**config.mk**
```make
export PLATFORM = sky130hd
export DESIGN_NAME = toggle_activity_monitor
export DESIGN_NICKNAME = d
export VERILOG_FILES = /design/src/rtl/toggle_activity_monitor.sv
export SDC_FILE = /design/constraint.sdc
export NUM_CORES = 1
export LEC_CHECK = 0
export CELL_PAD_IN_SITES_DETAIL_PLACEMENT = 2
export CELL_PAD_IN_SITES_GLOBAL_PLACEMENT = 2
export CORE_ASPECT_RATIO = 0.6
export CORE_MARGIN = 1
export CORE_UTILIZATION = 30
export CTS_BUF_LIST = sky130_fd_sc_hd__clkbuf_2
export CTS_CLUSTER_DIAMETER = 200
export CTS_CLUSTER_SIZE = 24
export DETAILED_ROUTE_END_ITERATION = 7
export GPL_ROUTABILITY_DRIVEN = 0
export PLACE_DENSITY = 0.8
export SYNTH_ARGS = -nofsm -noshare
export SYNTH_HDL_FRONTEND = slang
export SYNTH_SLANG_ARGS = --single-unit
```
**constraint.sdc**
```tcl
create_clock -name i_clk -period 2.4 [get_ports i_clk]
set_clock_uncertainty 0.2 [all_clocks]
set_input_delay 0.48 -clock i_clk [delete_from_list [all_inputs] [get_ports i_clk]]
set_output_delay 0.48 -clock i_clk [all_outputs]
set_load 0.02 [all_outputs]
```
**src/rtl/toggle_activity_monitor.sv**
```systemverilog
// toggle_activity_monitor: counts rising/falling edges and high cycles of a cell output over a programmed window.
module toggle_activity_monitor #(
  parameter int CNT_W = 16,
  parameter int WIN_W = 16
) (
  input  logic             i_clk,
  input  logic             i_rst,
  input  logic             i_start,
  input  logic [WIN_W-1:0] i_window,
  input  logic             i_din,
  output logic             o_busy,
  output logic             o_done,
  output logic [CNT_W-1:0] o_rise_cnt,
  output logic [CNT_W-1:0] o_fall_cnt,
  output logic [CNT_W-1:0] o_high_cnt,
  output logic             o_ovf
);
  typedef enum logic [1:0] {S_IDLE, S_ARM, S_MEAS, S_DONE} state_t;
  localparam logic [CNT_W-1:0] CNT_MAX = '1;
  state_t r_state, w_next;
  logic [WIN_W-1:0] r_rem;
  logic r_prev, r_ovf;
  logic [CNT_W-1:0] r_rise, r_fall, r_high;
  logic w_rise, w_fall, w_high, w_sat;
  always_comb begin
    w_next = r_state == S_IDLE ? (i_start ? (i_window == '0 ? S_DONE : S_ARM) : S_IDLE) :
             r_state == S_ARM  ? S_MEAS :
             r_state == S_MEAS ? (r_rem == WIN_W'(1) ? S_DONE : S_MEAS) : S_IDLE;
    w_rise = i_din & ~r_prev;
    w_fall = ~i_din & r_prev;
    w_high = i_din;
    w_sat  = (w_rise && r_rise == CNT_MAX) || (w_fall && r_fall == CNT_MAX) || (w_high && r_high == CNT_MAX);
  end
  always_ff @(posedge i_clk or posedge i_rst) begin
    if (i_rst) begin
      r_state <= S_IDLE;
      r_rem   <= '0;
      r_prev  <= 1'b0;
      r_rise  <= '0;
      r_fall  <= '0;
      r_high  <= '0;
      r_ovf   <= 1'b0;
    end else begin
      r_state <= w_next;
      if (r_state == S_IDLE && i_start) begin
        r_rem  <= i_window;
        r_rise <= '0;
        r_fall <= '0;
        r_high <= '0;
        r_ovf  <= 1'b0;
      end else if (r_state == S_ARM) begin
        r_prev <= i_din;
      end else if (r_state == S_MEAS) begin
        r_prev <= i_din;
        r_rem  <= r_rem - 1'b1;
        if (w_rise && r_rise != CNT_MAX) r_rise <= r_rise + 1'b1;
        if (w_fall && r_fall != CNT_MAX) r_fall <= r_fall + 1'b1;
        if (w_high && r_high != CNT_MAX) r_high <= r_high + 1'b1;
        if (w_sat) r_ovf <= 1'b1;
      end
    end
  end
  assign o_busy     = r_state == S_ARM || r_state == S_MEAS;
  assign o_done     = r_state == S_DONE;
  assign o_rise_cnt = r_rise;
  assign o_fall_cnt = r_fall;
  assign o_high_cnt = r_high;
  assign o_ovf      = r_ovf;
endmodule

```
==> flow_summary.yaml, run 1 <==
worst_setup_path:
  crit_arrival_ns: 2.59
  cp_max_fo: 3
  worstSetupPathType: "flip-flop to flip-flop"
  reg2reg_depth: 7
  critPathRequiredTime_ns: 2.66
  reg2reg_setup_slack_ns: 0.07
  rr_startpoint: "r_state[0]"
  startpoint_type: "flip-flop"
  end_kind: "flip-flop"
  rr_endpoint: "o_rise_cnt[10]"
logic_synthesis:
  synth-edff-count: 0
  synthTopCellsByArea: "dfrtp_1 44%, xnor2_1 5.7%, nor2_1 5.7%"
  syn_nets: 456
  async_flop_share: 1.00
  yosysTopAreaCellShare: 0.444
  yosysWarningCount: 0
  netlist_area_um2: 3830
  synth_area_leader_cell: "dfrtp_1"
  postSynthCellCount: 427
  synth_seq_cells: 68
  yosysUniqueCellTypes: 52
  syn_area_per_cell_um2: 8.98
  ys_seq_area_frac: 0.444
  ys.flop_type: "dfrtp_1"
power:
  power_density_nw_per_um2: 501
  p_sw_uw: 960
  pwr-share-comb: 0.259
  p_sw_frac: 0.358
  intPower_uw: 1720
  pwr-share-clk: 0.211
  peakVddDrop_mv: 0.256
  leakagePower_uw: 0.00247
  p_seq_frac: 0.530
finish:
  final_common_cell: "nor2_1"
  post-route-util: 0.436
  final_cell_mix: "56 x nor2_1, 50 x dfrtp_1, 48 x buf_4, 40 x clkdlybuf4s50_1, 32 x nand2_1"
  fin_cells: 712
  syn2layout_area_growth_pct: 39.4
  num_antenna_cells: 0
  drive_gt1_frac: 0.205
  final_nets: 572
timing:
  slew_violations: 0
  rsz0062_at_grt: "yes"
  fin_crit_sh: 0.971
  worst-slew-pin-transition_ns: 0.602
  slew_headroom: 0.588
  finalSetupViolations: 0
  fmax_ghz: 0.429
  period_minus_slack_ns: 2.33
  hold_viol_final: 0
grt:
  grt_pass1_wl_um: 22700
  grt_antenna_before_repair: 0
  grt_overflow: 0
  grt_pass1_vias: 4160
  grt_usage: 0.223
  grt_max_degree: 69
route:
  vias: 3853
  wl_per_cell_um: 19.7
  vias_per_cell: 5.41
  dr.pass1.iters: 4
  drc_errors: 0
  ant_nets: 0
  routed_wl_um: 14000
  drtIter0Drc: 109
clocking:
  clk_latency_ns: 0.54
  cts.htree.levels: 3
  path_clk_slew_ns: 0.20
  numCtsBuffers: 9
  holdBufCountCts: 0
  cts_tree: "built"
  cts_root_buf: "clkbuf_2"
  cts_sinks: 68
  clockBufferDepth: 2
flow_run:
  cap_violations: 0
floorplan:
  die_h_um: 89.6
  pin_count: 71
  row_count: 31
  initial_core_util: 0.313
  dieWidth_um: 148
  dieArea_um2: 13300
  core_um2: 12300
placed_design:
  hpwl_um: 10300
  place_inst: 691
  io_buffers: 70
hold_path:
  hp-class: "primary input to asynchronous set/reset pin"
outcome:
  outcome: "completed"
synth_stat cells, types with 3 or more instances:
master,instances
nand4b_1,3
nand2_1,32
inv_1,10
clkbuf_1,14
nand4_1,14
dfrtp_1,68
buf_2,3
o211ai_1,4
nor2_1,58
a21oi_1,23
o21ai_0,18
o22ai_1,6
nor4_1,10
o31ai_1,4
nor4_2,3
or4_1,8
nand3_1,27
nand2b_1,4
and3_1,6
nor3b_1,6
a2bb2oi_1,3
ha_1,9
or3_1,8
xnor2_1,25
xor2_1,9
nor3_1,21
power groups by stage:
| stage | Combinational (uW) | Sequential [uW] | Clock (uW) |
|---|---|---|---|
| after floorplan | 200 | 1520 | 0 |
| after global placement | 672 | 1420 | 0 |
| after detailed placement | 696 | 1440 | 0 |
| after CTS | 701 | 1410 | 593 |
| after global routing | 757 | 1440 | 622 |
| final | 694 | 1420 | 565 |
cells by family after synthesis:
logic type	count (synthesis)	synth area share
compound gates	77	0.128
xor+xnor	34	0.0777
fa+ha+maj	9	0.0294
buf+inv	28	0.0284
flops	68	0.444
simple gates	211	0.293
state kept, by name, summed over array words and instances (netlist names):
name	cells
o_high_cnt	16
o_fall_cnt	16
o_rise_cnt	16
r_rem	16
r_prev	1
o_ovf	1
r_state	2
critical path, cell delays in order, from the launching register on:
cell,delay (ns)
dfrtp_1,0.46
ha_1,0.25
nand2b_4,0.17
nor4_1,0.34
buf_4,0.18
or4b_1,0.45
xnor2_1,0.15
nor2_1,0.05
per-stage QoR:
step	hold slack, ns	power [uW]	TNS [ns]	area (um2)	worst slack [ns]
2_1_floorplan	0.293	1720	0	3830	0.00849
3_3_place_gp	0.330	2090	-5.82	5070	-0.291
3_5_place_dp	0.361	2130	-9.90	5070	-0.317
4_1_cts	0.0834	2710	0	5200	0.000889
5_1_grt	0.118	2820	-0.111	5350	-0.0470
6_report	0.126	2680	0	5350	0.0688
per-layer routing:
layer | vias up | global-route usage | share of wire
met2 | 81 | 0.357 | 0.44
met5 | - | 0 | 0
met3 | 11 | 0.0525 | 0.037
met1 | 1966 | 0.307 | 0.52
li1 | 1795 | - | -
met4 | 0 | 0.0572 | 0.0085
final cells by class:
class | instances | area, um2
Clock buffer | 11 | 55.1
Clock inverter | 4 | 17.5
Fill cell | 1361 | 6910
Inverter | 10 | 37.5
Multi-Input combinational cell | 331 | 2140
Sequential cell | 68 | 1720
Tap cell | 165 | 206
Timing Repair Buffer | 123 | 1170
worst max-delay path by stage:
stage,start,to,slack [ns],cells after the start
after floorplan,i_rst,o_fall_cnt[0],0.008,1
after global placement,i_start,o_rise_cnt[10],-0.29,7
after detailed placement,i_din,o_high_cnt[15],-0.32,6
after CTS,o_fall_cnt[2],o_fall_cnt[2],0.0009,1
after global routing,r_state[0],o_rise_cnt[15],-0.05,8
final,r_state[0],o_rise_cnt[10],0.07,7
timing repair:
item | in CTS | in global routing
pin swaps | 1 | 4
endpoints found under the setup margin | 40 | 42
gates resized for setup | 33 | 42
hold endpoints to repair | 0 | 0
cloned | 0 | 0
buffers inserted | 5 | 1
Note: power is estimated with default switching activity, not from simulation.
==> inputs of run 2 (changes only) <==
- CORE_MARGIN: 1 -> not set
==> results of run 2 <==
No change in the layout: final DEF, timing and power equal those of run 1.
==> inputs of run 3 (changes only) <==
- TNS_END_PERCENT: not set -> 1
==> run 3 against run 2 <==
  * Sequential power about the same
  * Combinational power down 4.0%
  * Sequential share of layout area increased by 0.36 points
  * Critical path depth grew 1
  * Final cell count decreased by 0.84%
  * Global-route usage shrank 0.27 points
  * Clock power is essentially flat
  * Fmax is 2.3% lower
  * Hold slack worse by 0.016 ns
  * Critical path type unchanged
  * Critical endpoint is now o_rise_cnt[15]
==> flow_summary.yaml, run 3 (synthesis gave the netlist of run 1 again) <==
clocking:
  clk_latency_ns: 0.56
  numCtsBuffers: 9
  cts.htree.levels: 3
  cts_tree: "built"
  path_clk_slew_ns: 0.22
  clockBufferDepth: 2
  cts_sinks: 68
  cts_root_buf: "clkbuf_2"
  holdBufCountCts: 0
timing:
  fin_crit_sh: 0.994
  hold_slack_ns: 0.110
  worst-slew-pin-transition_ns: 0.609
  rsz0062_at_grt: "yes"
  worst_slack_ns: 0.0147
  slew_violations: 0
  hold_viol_final: 0
  finalSetupViolations: 0
  period_minus_slack_ns: 2.39
  slew_headroom: 0.583
  fmax_ghz: 0.419
outcome:
  outcome: "completed"
finish:
  final_cell_mix: "56 x nor2_1, 51 x dfrtp_1, 44 x buf_4, 38 x clkdlybuf4s50_1, 32 x nand2_1"
  final_nets: 566
  num_antenna_cells: 0
  nFillCells: 1362
  syn2layout_area_growth_pct: 37.7
  final_common_cell: "nor2_1"
  drive_gt1_frac: 0.194
placed_design:
  place_ws_ns: -0.317
  io_buffers: 70
  hpwl_um: 10300
hold_path:
  hp-class: "primary input to asynchronous set/reset pin"
worst_setup_path:
  slowest_delay_ns: 0.47
  critPathRequiredTime_ns: 2.71
  startpoint_type: "flip-flop"
  crit_family: "simple AND/OR/NAND/NOR gates"
  crit_arrival_ns: 2.69
  path_cells: "inv_1, ha_1, nand2b_2, buf_4, nor3_4, nand4_1, or4_1, a21oi_1"
  worstSetupPathType: "flip-flop to flip-flop"
  cp_max_fo: 5
  slowest_stage: "or4_1"
  end_kind: "flip-flop"
  path_buf_inv: 2
power:
  power_density_nw_per_um2: 503
  leakagePower_uw: 0.00243
  peakVddDrop_mv: 0.238
grt:
  grt_usage: 0.221
  grt_overflow: 0
  grt_pass1_wl_um: 22500
  grt_max_degree: 69
  grt_antenna_before_repair: 0
  grt_pass1_vias: 4140
route:
  vias: 3793
  drc_errors: 0
  wl_per_cell_um: 19.5
  dr.pass1.iters: 4
  drtIter0Drc: 115
  ant_nets: 0
  vias_per_cell: 5.37
  routed_wl_um: 13700
floorplan:
  row_count: 31
  die_h_um: 89.6
  core_um2: 12300
  dieWidth_um: 148
  dieArea_um2: 13300
  pin_count: 71
  initial_core_util: 0.313
flow_run:
  cap_violations: 0
[run 3: cell count changes in the layout (fill, tap and decap cells not counted), moves of 2 or more]
cell             before  now
nor4_2                3    6
clkdlybuf4s50_1      40   38
buf_4                48   44
dlygate4sd2_1        12   14
nor3_4                3    1
nor3_2                3    5
buf_6                 2    0
nor4_1                9    7
[run 3: worst register-to-register path: stages, from the launching register on]
cell and delay (ns):
dfrtp_1 0.42, inv_1 0.09, ha_1 0.21, nand2b_2 0.22, buf_4 0.17, nor3_4 0.16, nand4_1 0.25, or4_1 0.47
a21oi_1 0.16
[run 3: through the flow]
stage / TNS, ns / utilization / power (uW) / std cells / area [um2]
3_5_place_dp: -9.90 / 0.414 / 2130 / 691 / 5070
2_1_floorplan: 0 / - / 1720 / 427 / 3830
5_1_grt: -0.621 / 0.431 / 2790 / 706 / 5280
4_1_cts: -0.0220 / 0.422 / 2690 / 706 / 5170
6_report: 0 / 0.431 / 2650 / 706 / 5280
3_3_place_gp: -5.82 / 0.414 / 2090 / 691 / 5070
[run 3: per-layer routing]
metal / vias up / track usage / routed length, um
met5: - / 0 / 0
met4: 0 / 0.0572 / 149
met3: 14 / 0.0525 / 470
met2: 67 / 0.353 / 5960
met1: 1936 / 0.303 / 7160
li1: 1776 / - / -
[run 3: worst paths after layout]
kind                                from              to  slack (ns)  depth (start not counted)
max                           r_state[1]  o_rise_cnt[15]        0.01                          8
min                                i_rst   o_high_cnt[1]        0.11                          3
max reg2reg                   r_state[1]  o_rise_cnt[15]        0.01                          8
min reg2reg                o_high_cnt[0]   o_high_cnt[0]        0.38                          1
max in group asynchronous          i_rst   o_rise_cnt[2]        1.53                          3
min in group i_clk          i_window[15]       r_rem[15]        0.37                          3
[run 3: timing repair]
action | in CTS | in global routing
resized for setup | 37 | 35
pin swaps | 1 | 1
setup buffers | 0 | 0
endpoints found under the setup margin | 40 | 46
[run 3: power breakdown]
group	internal, uW	switching, uW
registers	1260	165
logic	315	351
clock network	130	437
[run 3: cell type report]
cell class / count / area, um2 / area share
sequential: 68 / 1720 / 0.326
tap: 165 / 206 / 0.0391
timing repair buffer: 117 / 1110 / 0.210
clock inverter: 4 / 17.5 / 0.00332
inverter: 10 / 37.5 / 0.00711
clock buffer: 11 / 55.1 / 0.0104
multi-input combinational: 331 / 2130 / 0.404
